## config.mk

```make
export PLATFORM = sky130hd
export DESIGN_NAME = lw_sha_padder
export DESIGN_NICKNAME = d
export VERILOG_FILES = /design/src/rtl/lw_sha_padder.sv
export SDC_FILE = /design/constraint.sdc
export NUM_CORES = 1
export LEC_CHECK = 0
export ABC_AREA = 1
export CORE_ASPECT_RATIO = 1.5
export CORE_MARGIN = 2
export CORE_UTILIZATION = 60
export DETAILED_ROUTE_END_ITERATION = 10
export MAX_ROUTING_LAYER = met4
export PLACE_DENSITY = 0.95
export SYNTH_ARGS = -nofsm -noshare
export SYNTH_HDL_FRONTEND = slang
export SYNTH_SLANG_ARGS = --single-unit
```

## constraint.sdc

```tcl
create_clock -name clk_i -period 4.9 [get_ports clk_i]
set_input_delay 0.98 -clock clk_i [delete_from_list [all_inputs] [get_ports clk_i]]
set_output_delay 0.98 -clock clk_i [all_outputs]
set_load 0.02 [all_outputs]
```

## src/rtl/lw_sha_padder.sv

```systemverilog
// FIPS 180-4 message padder feeding the lightweight SHA-256/224 core.
// Streams raw message words, then appends the 0x80 marker, zero fill and 64-bit bit length.
module lw_sha_padder #(
    parameter int WORD_SIZE = 32,
    parameter int LEN_W     = 64
) (
    input  logic                 clk_i,
    input  logic                 aresetn_i,
    input  logic                 msg_valid_i,
    input  logic [WORD_SIZE-1:0] msg_data_i,
    input  logic                 msg_last_i,
    input  logic [1:0]           msg_bytes_i,
    output logic                 msg_ready_o,
    input  logic                 opcode_i,
    input  logic                 abort_i,
    input  logic                 core_ready_i,
    input  logic                 core_data_ready_i,
    output logic                 start_o,
    output logic                 opcode_o,
    output logic                 abort_o,
    output logic                 data_valid_o,
    output logic [WORD_SIZE-1:0] data_o,
    output logic                 last_o,
    output logic                 busy_o
);

    localparam int CNT_W = LEN_W - 3;

    typedef enum logic [2:0] {
        S_IDLE,
        S_START,
        S_DATA,
        S_MARK,
        S_ZERO,
        S_LEN_HI,
        S_LEN_LO
    } state_e;

    state_e             state_q, state_d;
    logic [3:0]         idx_q, idx_d;
    logic [CNT_W-1:0]   byte_cnt_q, byte_cnt_d;
    logic               opcode_q, opcode_d;
    logic [LEN_W-1:0]   len_bits;
    logic [WORD_SIZE-1:0] last_word;
    logic [2:0]         byte_add;
    logic               xfer;
    logic               idx_end;

    assign len_bits = {byte_cnt_q, 3'b000};
    assign idx_end  = (idx_q == 4'd13);
    assign byte_add = (msg_last_i && (msg_bytes_i != 2'd0)) ? {1'b0, msg_bytes_i} : 3'd4;

    // Final partial word: keep k leading bytes, marker in byte k, zero the rest.
    always_comb begin
        case (msg_bytes_i)
            2'd1:    last_word = {msg_data_i[31:24], 8'h80, 16'h0000};
            2'd2:    last_word = {msg_data_i[31:16], 8'h80, 8'h00};
            2'd3:    last_word = {msg_data_i[31:8], 8'h80};
            default: last_word = msg_data_i;
        endcase
    end

    // Handshakes: a message word moves when msg_valid_i && msg_ready_o, a core word moves
    // when data_valid_o && core_data_ready_i; valid is never withdrawn while waiting for ready.
    always_comb begin
        state_d      = state_q;
        idx_d        = idx_q;
        byte_cnt_d   = byte_cnt_q;
        opcode_d     = opcode_q;
        msg_ready_o  = 1'b0;
        start_o      = 1'b0;
        data_valid_o = 1'b0;
        data_o       = '0;
        last_o       = 1'b0;
        xfer         = 1'b0;

        case (state_q)
            S_IDLE: begin
                if (msg_valid_i && core_ready_i && !abort_i) begin
                    opcode_d   = opcode_i;
                    idx_d      = '0;
                    byte_cnt_d = '0;
                    state_d    = S_START;
                end
            end
            S_START: begin
                start_o = 1'b1;
                state_d = S_DATA;
            end
            S_DATA: begin
                data_valid_o = msg_valid_i;
                msg_ready_o  = core_data_ready_i;
                data_o       = msg_last_i ? last_word : msg_data_i;
                xfer         = msg_valid_i && core_data_ready_i;
                if (xfer) begin
                    byte_cnt_d = byte_cnt_q + CNT_W'(byte_add);
                    if (msg_last_i) begin
                        if (msg_bytes_i == 2'd0) state_d = S_MARK;
                        else                     state_d = idx_end ? S_LEN_HI : S_ZERO;
                    end
                end
            end
            S_MARK: begin
                data_valid_o = 1'b1;
                data_o       = 32'h8000_0000;
                xfer         = core_data_ready_i;
                if (xfer) state_d = idx_end ? S_LEN_HI : S_ZERO;
            end
            S_ZERO: begin
                data_valid_o = 1'b1;
                xfer         = core_data_ready_i;
                if (xfer && idx_end) state_d = S_LEN_HI;
            end
            S_LEN_HI: begin
                data_valid_o = 1'b1;
                data_o       = len_bits[LEN_W-1:WORD_SIZE];
                last_o       = 1'b1;
                xfer         = core_data_ready_i;
                if (xfer) state_d = S_LEN_LO;
            end
            S_LEN_LO: begin
                data_valid_o = 1'b1;
                data_o       = len_bits[WORD_SIZE-1:0];
                last_o       = 1'b1;
                xfer         = core_data_ready_i;
                if (xfer) state_d = S_IDLE;
            end
            default: state_d = S_IDLE;
        endcase

        if (xfer) idx_d = idx_q + 4'd1;

        // Abort suppresses any transfer offered this cycle so the core never sees a half word.
        if (abort_i && (state_q != S_IDLE)) begin
            state_d      = S_IDLE;
            idx_d        = '0;
            byte_cnt_d   = '0;
            opcode_d     = 1'b0;
            msg_ready_o  = 1'b0;
            start_o      = 1'b0;
            data_valid_o = 1'b0;
            data_o       = '0;
            last_o       = 1'b0;
        end
    end

    always_ff @(posedge clk_i or negedge aresetn_i) begin
        if (!aresetn_i) begin
            state_q    <= S_IDLE;
            idx_q      <= '0;
            byte_cnt_q <= '0;
            opcode_q   <= 1'b0;
        end else begin
            state_q    <= state_d;
            idx_q      <= idx_d;
            byte_cnt_q <= byte_cnt_d;
            opcode_q   <= opcode_d;
        end
    end

    assign opcode_o = opcode_q;
    assign abort_o  = abort_i;
    assign busy_o   = (state_q != S_IDLE);

endmodule

```

# [After elaboration in Yosys (flattened, before gate mapping)]
# Cells that the tools add are included.
[totals] reg_bits=69 inputBits=42 out_inout_bits=39
[op_classes] addsub=2 eq_ne=17 n_mux=36 reduce_logical=22
[op_table] op="$mux W61" n=3
[op_table] op="$pmux W32 S4" n=1
[op_table] op="$pmux W61 S2" n=1
[op_table] op="$pmux W24 S3" n=1
[op_table] op="$add A61 B3 Y61" n=1
[op_table] op="$mux W32" n=1
[op_table] op="$mux W3" n=10
[op_table] op="$mux W24" n=1
[op_table] op="$ne A3 B3 Y1 const B" n=7
[op_table] op="$pmux W3 S7" n=1
[op_table] op="$mux W4" n=4
[op_table] op="$reduce_bool A3 Y1" n=4
[op_table] op="$mux W1" n=11
[op_table] op="$eq A3 B3 Y1 const B" n=3
[op_table] op="$reduce_and A7 Y1" n=1
[op_table] op="$eq A3 B2 Y1 const B" n=2
[op_table] op="$logic_and A1 B1 Y1" n=6
[op_table] op="$reduce_bool A2 Y1" n=3
[op_table] op="$add A4 B1 Y4 const B" n=1
[op_table] op="$eq A2 B2 Y1 const B" n=2
[op_table] op="$eq A4 B4 Y1 const B" n=1
[op_table] op="$pmux W1 S2" n=2
[op_table] op="$reduce_and A2 Y1" n=2
[op_table] op="$reduce_or A4 Y1" n=1
[op_table] op="7 further kinds" n=7

# [Longest topological paths before layout]
[depth] depth_word=7 mapped_depth=15 ltp_nobuf=15

# [Worst setup path before layout]
# Ideal clock, no wire load.
[synth_timing] path_kind="input port to output port" start="input msg_last_i" end="output data_o[15]" t_arrival_ps=1969 slack_ps=1951 cell_stages=7 path_cell_list="nand2_1 -> inv_1 -> nand2_1 -> inv_1 -> nor2_1 -> o21ai_0 -> a31oi_1"
[synth_between] elab_chain_len=3
[synth_lines] item="from (decl)" line_no="11" source="input logic msg_last_i,"
[synth_lines] item="$mux W24" line_no="93" source="data_o = msg_last_i ? last_word : msg_data_i;"
[synth_lines] item="$pmux W32 S4" line_no="77" source="case (state_q)"
[synth_lines] item="$mux W32" line_no="134" source="if (abort_i && (state_q != S_IDLE)) begin"
[synth_lines] item="to (decl)" line_no="22" source="output logic [WORD_SIZE-1:0] data_o,"
# No other way between the ends.

# [Worst setup path in the final report]
[layout_timing] start="input abort_i" end="output data_o[21]"
[layout_between] elab_chain_len=2
[layout_lines] item="from (decl)" line_no="15" source="input logic abort_i,"
[layout_lines] item="$logic_and A1 B1 Y1" line_no="134"
[layout_lines] item="$mux W32" line_no="134"
# No other way between the ends.

==> results.json <==
{
  "outcome": "completed",
  "finalMaxSlewViolations": 0,
  "first_global_vias": 6345,
  "clock_sink_count": 69,
  "p_int_w": 0.00137,
  "finalWeightedCongestion": 1.04,
  "drt_first_pass_iters": 6,
  "setup-tns-final_ps": 0,
  "worst-setup-path-type": "in2out",
  "cts_buffers": 9,
  "p_leak_nw": 2.92,
  "main_synth_ff_type": "sky130_fd_sc_hd__dfrtp_1",
  "timing.final.hold_violations": 0,
  "cp.required_ps": 3920,
  "grt_usage": 0.418,
  "core_area_um2": 9150,
  "share_of_total_power_in_sequential_cells": 0.275,
  "postSynthRegisterBits": 69,
  "globalRoute.totalOverflow": 0,
  "p_per_area_nw_per_um2": 338,
  "comb_power_share": 0.378,
  "irDropWorstVdd_mv": 0.406,
  "boundaryPins": 81,
  "timing.slew.headroom": 0.389,
  "first_iter_violations": 947,
  "grt_first_pass_wirelength_um": 32200,
  "power.total_w": 0.00230,
  "worstHoldStart": "opcode_o$_DFFE_PN0P_",
  "cp_data_arrival_time_ps": 3360,
  "switchingPower_w": 0.000934,
  "sw_frac_of_total": 0.405,
  "route.antenna.remaining_nets": 0,
  "htree_levels": 3,
  "postSynthCellCount": 927,
  "fp.dieArea_um2": 10200,
  "skew_ps": 8.99,
  "setup.worst_path.start": "abort_i",
  "fmax_mhz": 230,
  "clk_pin_slew_ps": 70,
  "regToRegStartpoint": "state_q[2]$_DFFE_PN0P_",
  "crit_path_start_kind": "primary input",
  "postPlaceCellArea_um2": 6460,
  "post_cts_buffers": 0,
  "setup_ws_ps": 558,
  "synth_async_sr_flop_share": 1.00,
  "rows": 43,
  "synth-edff-count": 0,
  "initial_utilization": 0.613,
  "worst-slew-pin-transition_ps": 915,
  "route.vias.total": 6762,
  "drcViolationCount": 0,
  "pre_cts_slack_ps": 578,
  "wl_per_cell_um": 18.4,
  "clkLatencyLatePin_ps": 350,
  "cp-end-kind": "primary output",
  "crit_fanout": 29,
  "fillerInstances": 772,
  "finalCriticalPeriod_ps": 4340,
  "synth-warning-count": 0,
  "netlist_area_um2": 5610,
  "clockRootBuffer": "sky130_fd_sc_hd__clkbuf_16",
  "power.clock.fraction": 0.347,
  "fraction_of_layout_cells_with_a_size_suffix_above_1": 0.0546,
  "die-width_um": 82.9,
  "cts_tree": "yes",
  "synth.net_count": 976,
  "final_nets": 1051,
  "ys_seq_area_frac": 0.308,
  "grt_antenna_before_repair": 0,
  "max-clock-path-buffers": 2,
  "holdBufCountCts": 0,
  "synth.lib_cells_used.distinct": 42,
  "area_delta_synth_final_pct": 21.5,
  "detail_route.wirelength_um": 20600,
  "floorplan.die.height_um": 122,
  "cts.repair.resized": 0,
  "dp.final_hpwl_um": 15500,
  "timing.final.crit_share": 0.886,
  "finalSetupViolations": 0,
  "port_buffer_count": 80,
  "rsz0062_at_grt": "no",
  "hold_path_class": "reg2reg",
  "antenna_fix_cells": 0,
  "post-route-cell-area_um2": 6810,
  "synth.avg_cell_area_um2": 6.05,
  "maxCapViolations": 0,
  "avgViaCountPerCell": 6.04,
  "grt_max_degree": 37
}
area by class of cell:
cell class / count / area [um^2] / share of cell area
clock inverters: 6 / 116 / 0.0171
flip-flops and latches: 69 / 1730 / 0.253
inverters: 99 / 372 / 0.0545
multi-input cells: 738 / 3390 / 0.497
repair buffers: 85 / 833 / 0.122
clock buffers: 10 / 239 / 0.0351
well taps: 112 / 140 / 0.0206
registers in the layout, indices dropped and copies added, names as in the netlist:
register and count:
byte_cnt_q 61, idx_q 4, state_q 3, opcode_o 1
critical path, cell delays in order:
cell	delay, ps
sky130_fd_sc_hd__clkdlybuf4s50_1	630
sky130_fd_sc_hd__nand2_2	280
sky130_fd_sc_hd__inv_1	750
sky130_fd_sc_hd__nor2_1	140
sky130_fd_sc_hd__clkdlybuf4s50_1	580
per-layer routing:
metal | global-route usage | routed length [um] | vias up
met5 | - | 0 | -
met4 | 0.298 | 1610 | 0
met3 | 0.0699 | 1760 | 125
met2 | 0.683 | 9840 | 447
met1 | 0.466 | 7390 | 3080
li1 | - | - | 3110
cell families (layout without fill, tap and decap cells):
kind of cell / count (synthesis) / in the layout / synth area share
and+or+nand+nor: 629 / 629 / 0.476
DFF: 69 / 69 / 0.308
adders and majority gates: 7 / 7 / 0.0170
buffers and inverters: 120 / 200 / 0.0884
xor gates and xnor gates: 10 / 10 / 0.0156
AOI/OAI and AO/OA: 92 / 92 / 0.0953
placed cells by master, fill, tap and decap left out, types with 4 or more instances in the layout:
cell type,n
sky130_fd_sc_hd__nand2_1,297
sky130_fd_sc_hd__nor2_1,195
sky130_fd_sc_hd__inv_1,90
sky130_fd_sc_hd__clkdlybuf4s50_1,79
sky130_fd_sc_hd__nand3_1,77
sky130_fd_sc_hd__dfrtp_1,69
sky130_fd_sc_hd__a21oi_1,34
sky130_fd_sc_hd__o21ai_0,19
sky130_fd_sc_hd__nand4_1,17
sky130_fd_sc_hd__a31oi_1,10
sky130_fd_sc_hd__nor3_1,10
sky130_fd_sc_hd__nor2_2,9
sky130_fd_sc_hd__nor2_4,9
sky130_fd_sc_hd__o22ai_1,9
sky130_fd_sc_hd__clkbuf_16,9
sky130_fd_sc_hd__xor2_1,8
sky130_fd_sc_hd__inv_2,7
sky130_fd_sc_hd__ha_1,6
sky130_fd_sc_hd__buf_4,5
sky130_fd_sc_hd__nand2_2,4
sky130_fd_sc_hd__a221oi_1,4
sky130_fd_sc_hd__o21ai_1,4
path summary, 6_finish.rpt:
check | to | slack (ps) | cells past startpoint
worst max register to register | byte_cnt_q[4]$_DFFE_PN0P_ | 2140 | 7
worst max-delay path | data_o[21] | 560 | 5
max in group asynchronous | byte_cnt_q[5]$_DFFE_PN0P_ | 3190 | 2
worst min-delay path | opcode_o$_DFFE_PN0P_ | 540 | 2
worst min register to register | opcode_o$_DFFE_PN0P_ | 540 | 2
min in group asynchronous | byte_cnt_q[42]$_DFFE_PN0P_ | 720 | 1
per-stage QoR:
step	hold WS, ps	instances	utilization
2_1_floorplan	476	927	-
3_3_place_gp	473	1103	0.706
3_5_place_dp	513	1103	0.706
4_1_cts	535	1119	0.745
5_1_grt	572	1119	0.745
6_report	542	1119	0.745
Yosys cell counts (2+ instances only):
cell type                  count  share of area
sky130_fd_sc_hd__a21oi_1      34          0.030
sky130_fd_sc_hd__a221oi_1      4         0.0062
sky130_fd_sc_hd__a22oi_1       3         0.0040
sky130_fd_sc_hd__a31oi_1      10          0.011
sky130_fd_sc_hd__and2_1        2         0.0022
sky130_fd_sc_hd__buf_2        15          0.013
sky130_fd_sc_hd__buf_4         3         0.0040
sky130_fd_sc_hd__buf_6         2         0.0040
sky130_fd_sc_hd__clkinv_1      2         0.0013
sky130_fd_sc_hd__dfrtp_1      69           0.31
sky130_fd_sc_hd__ha_1          6          0.013
sky130_fd_sc_hd__inv_1        90          0.060
sky130_fd_sc_hd__inv_2         7         0.0047
sky130_fd_sc_hd__nand2_1     297           0.20
sky130_fd_sc_hd__nand2_2       4         0.0045
sky130_fd_sc_hd__nand3_1      77          0.069
sky130_fd_sc_hd__nand3_2       2         0.0036
sky130_fd_sc_hd__nand4_1      17          0.019
sky130_fd_sc_hd__nor2_1      195           0.13
sky130_fd_sc_hd__nor2_2        9          0.010
sky130_fd_sc_hd__nor2_4        9          0.018
sky130_fd_sc_hd__nor3_1       10         0.0089
sky130_fd_sc_hd__o211ai_1      2         0.0027
sky130_fd_sc_hd__o21ai_0      19          0.017
sky130_fd_sc_hd__o21ai_1       4         0.0036
sky130_fd_sc_hd__o21bai_1      3         0.0040
sky130_fd_sc_hd__o22ai_1       9          0.010
sky130_fd_sc_hd__xnor2_1       2         0.0031
sky130_fd_sc_hd__xor2_1        8          0.012
power by group through the flow:
stage                     clock network (W)  registers, W  logic, W
after floorplan                           0      0.000639  0.000584
after global placement                    0      0.000640  0.000829
after detailed placement                  0      0.000642  0.000847
after CTS                          0.000788      0.000632  0.000852
after global routing               0.000812      0.000637  0.000933
final                              0.000800      0.000633  0.000870
No activity file was read; power rests on OpenSTA's default activity.
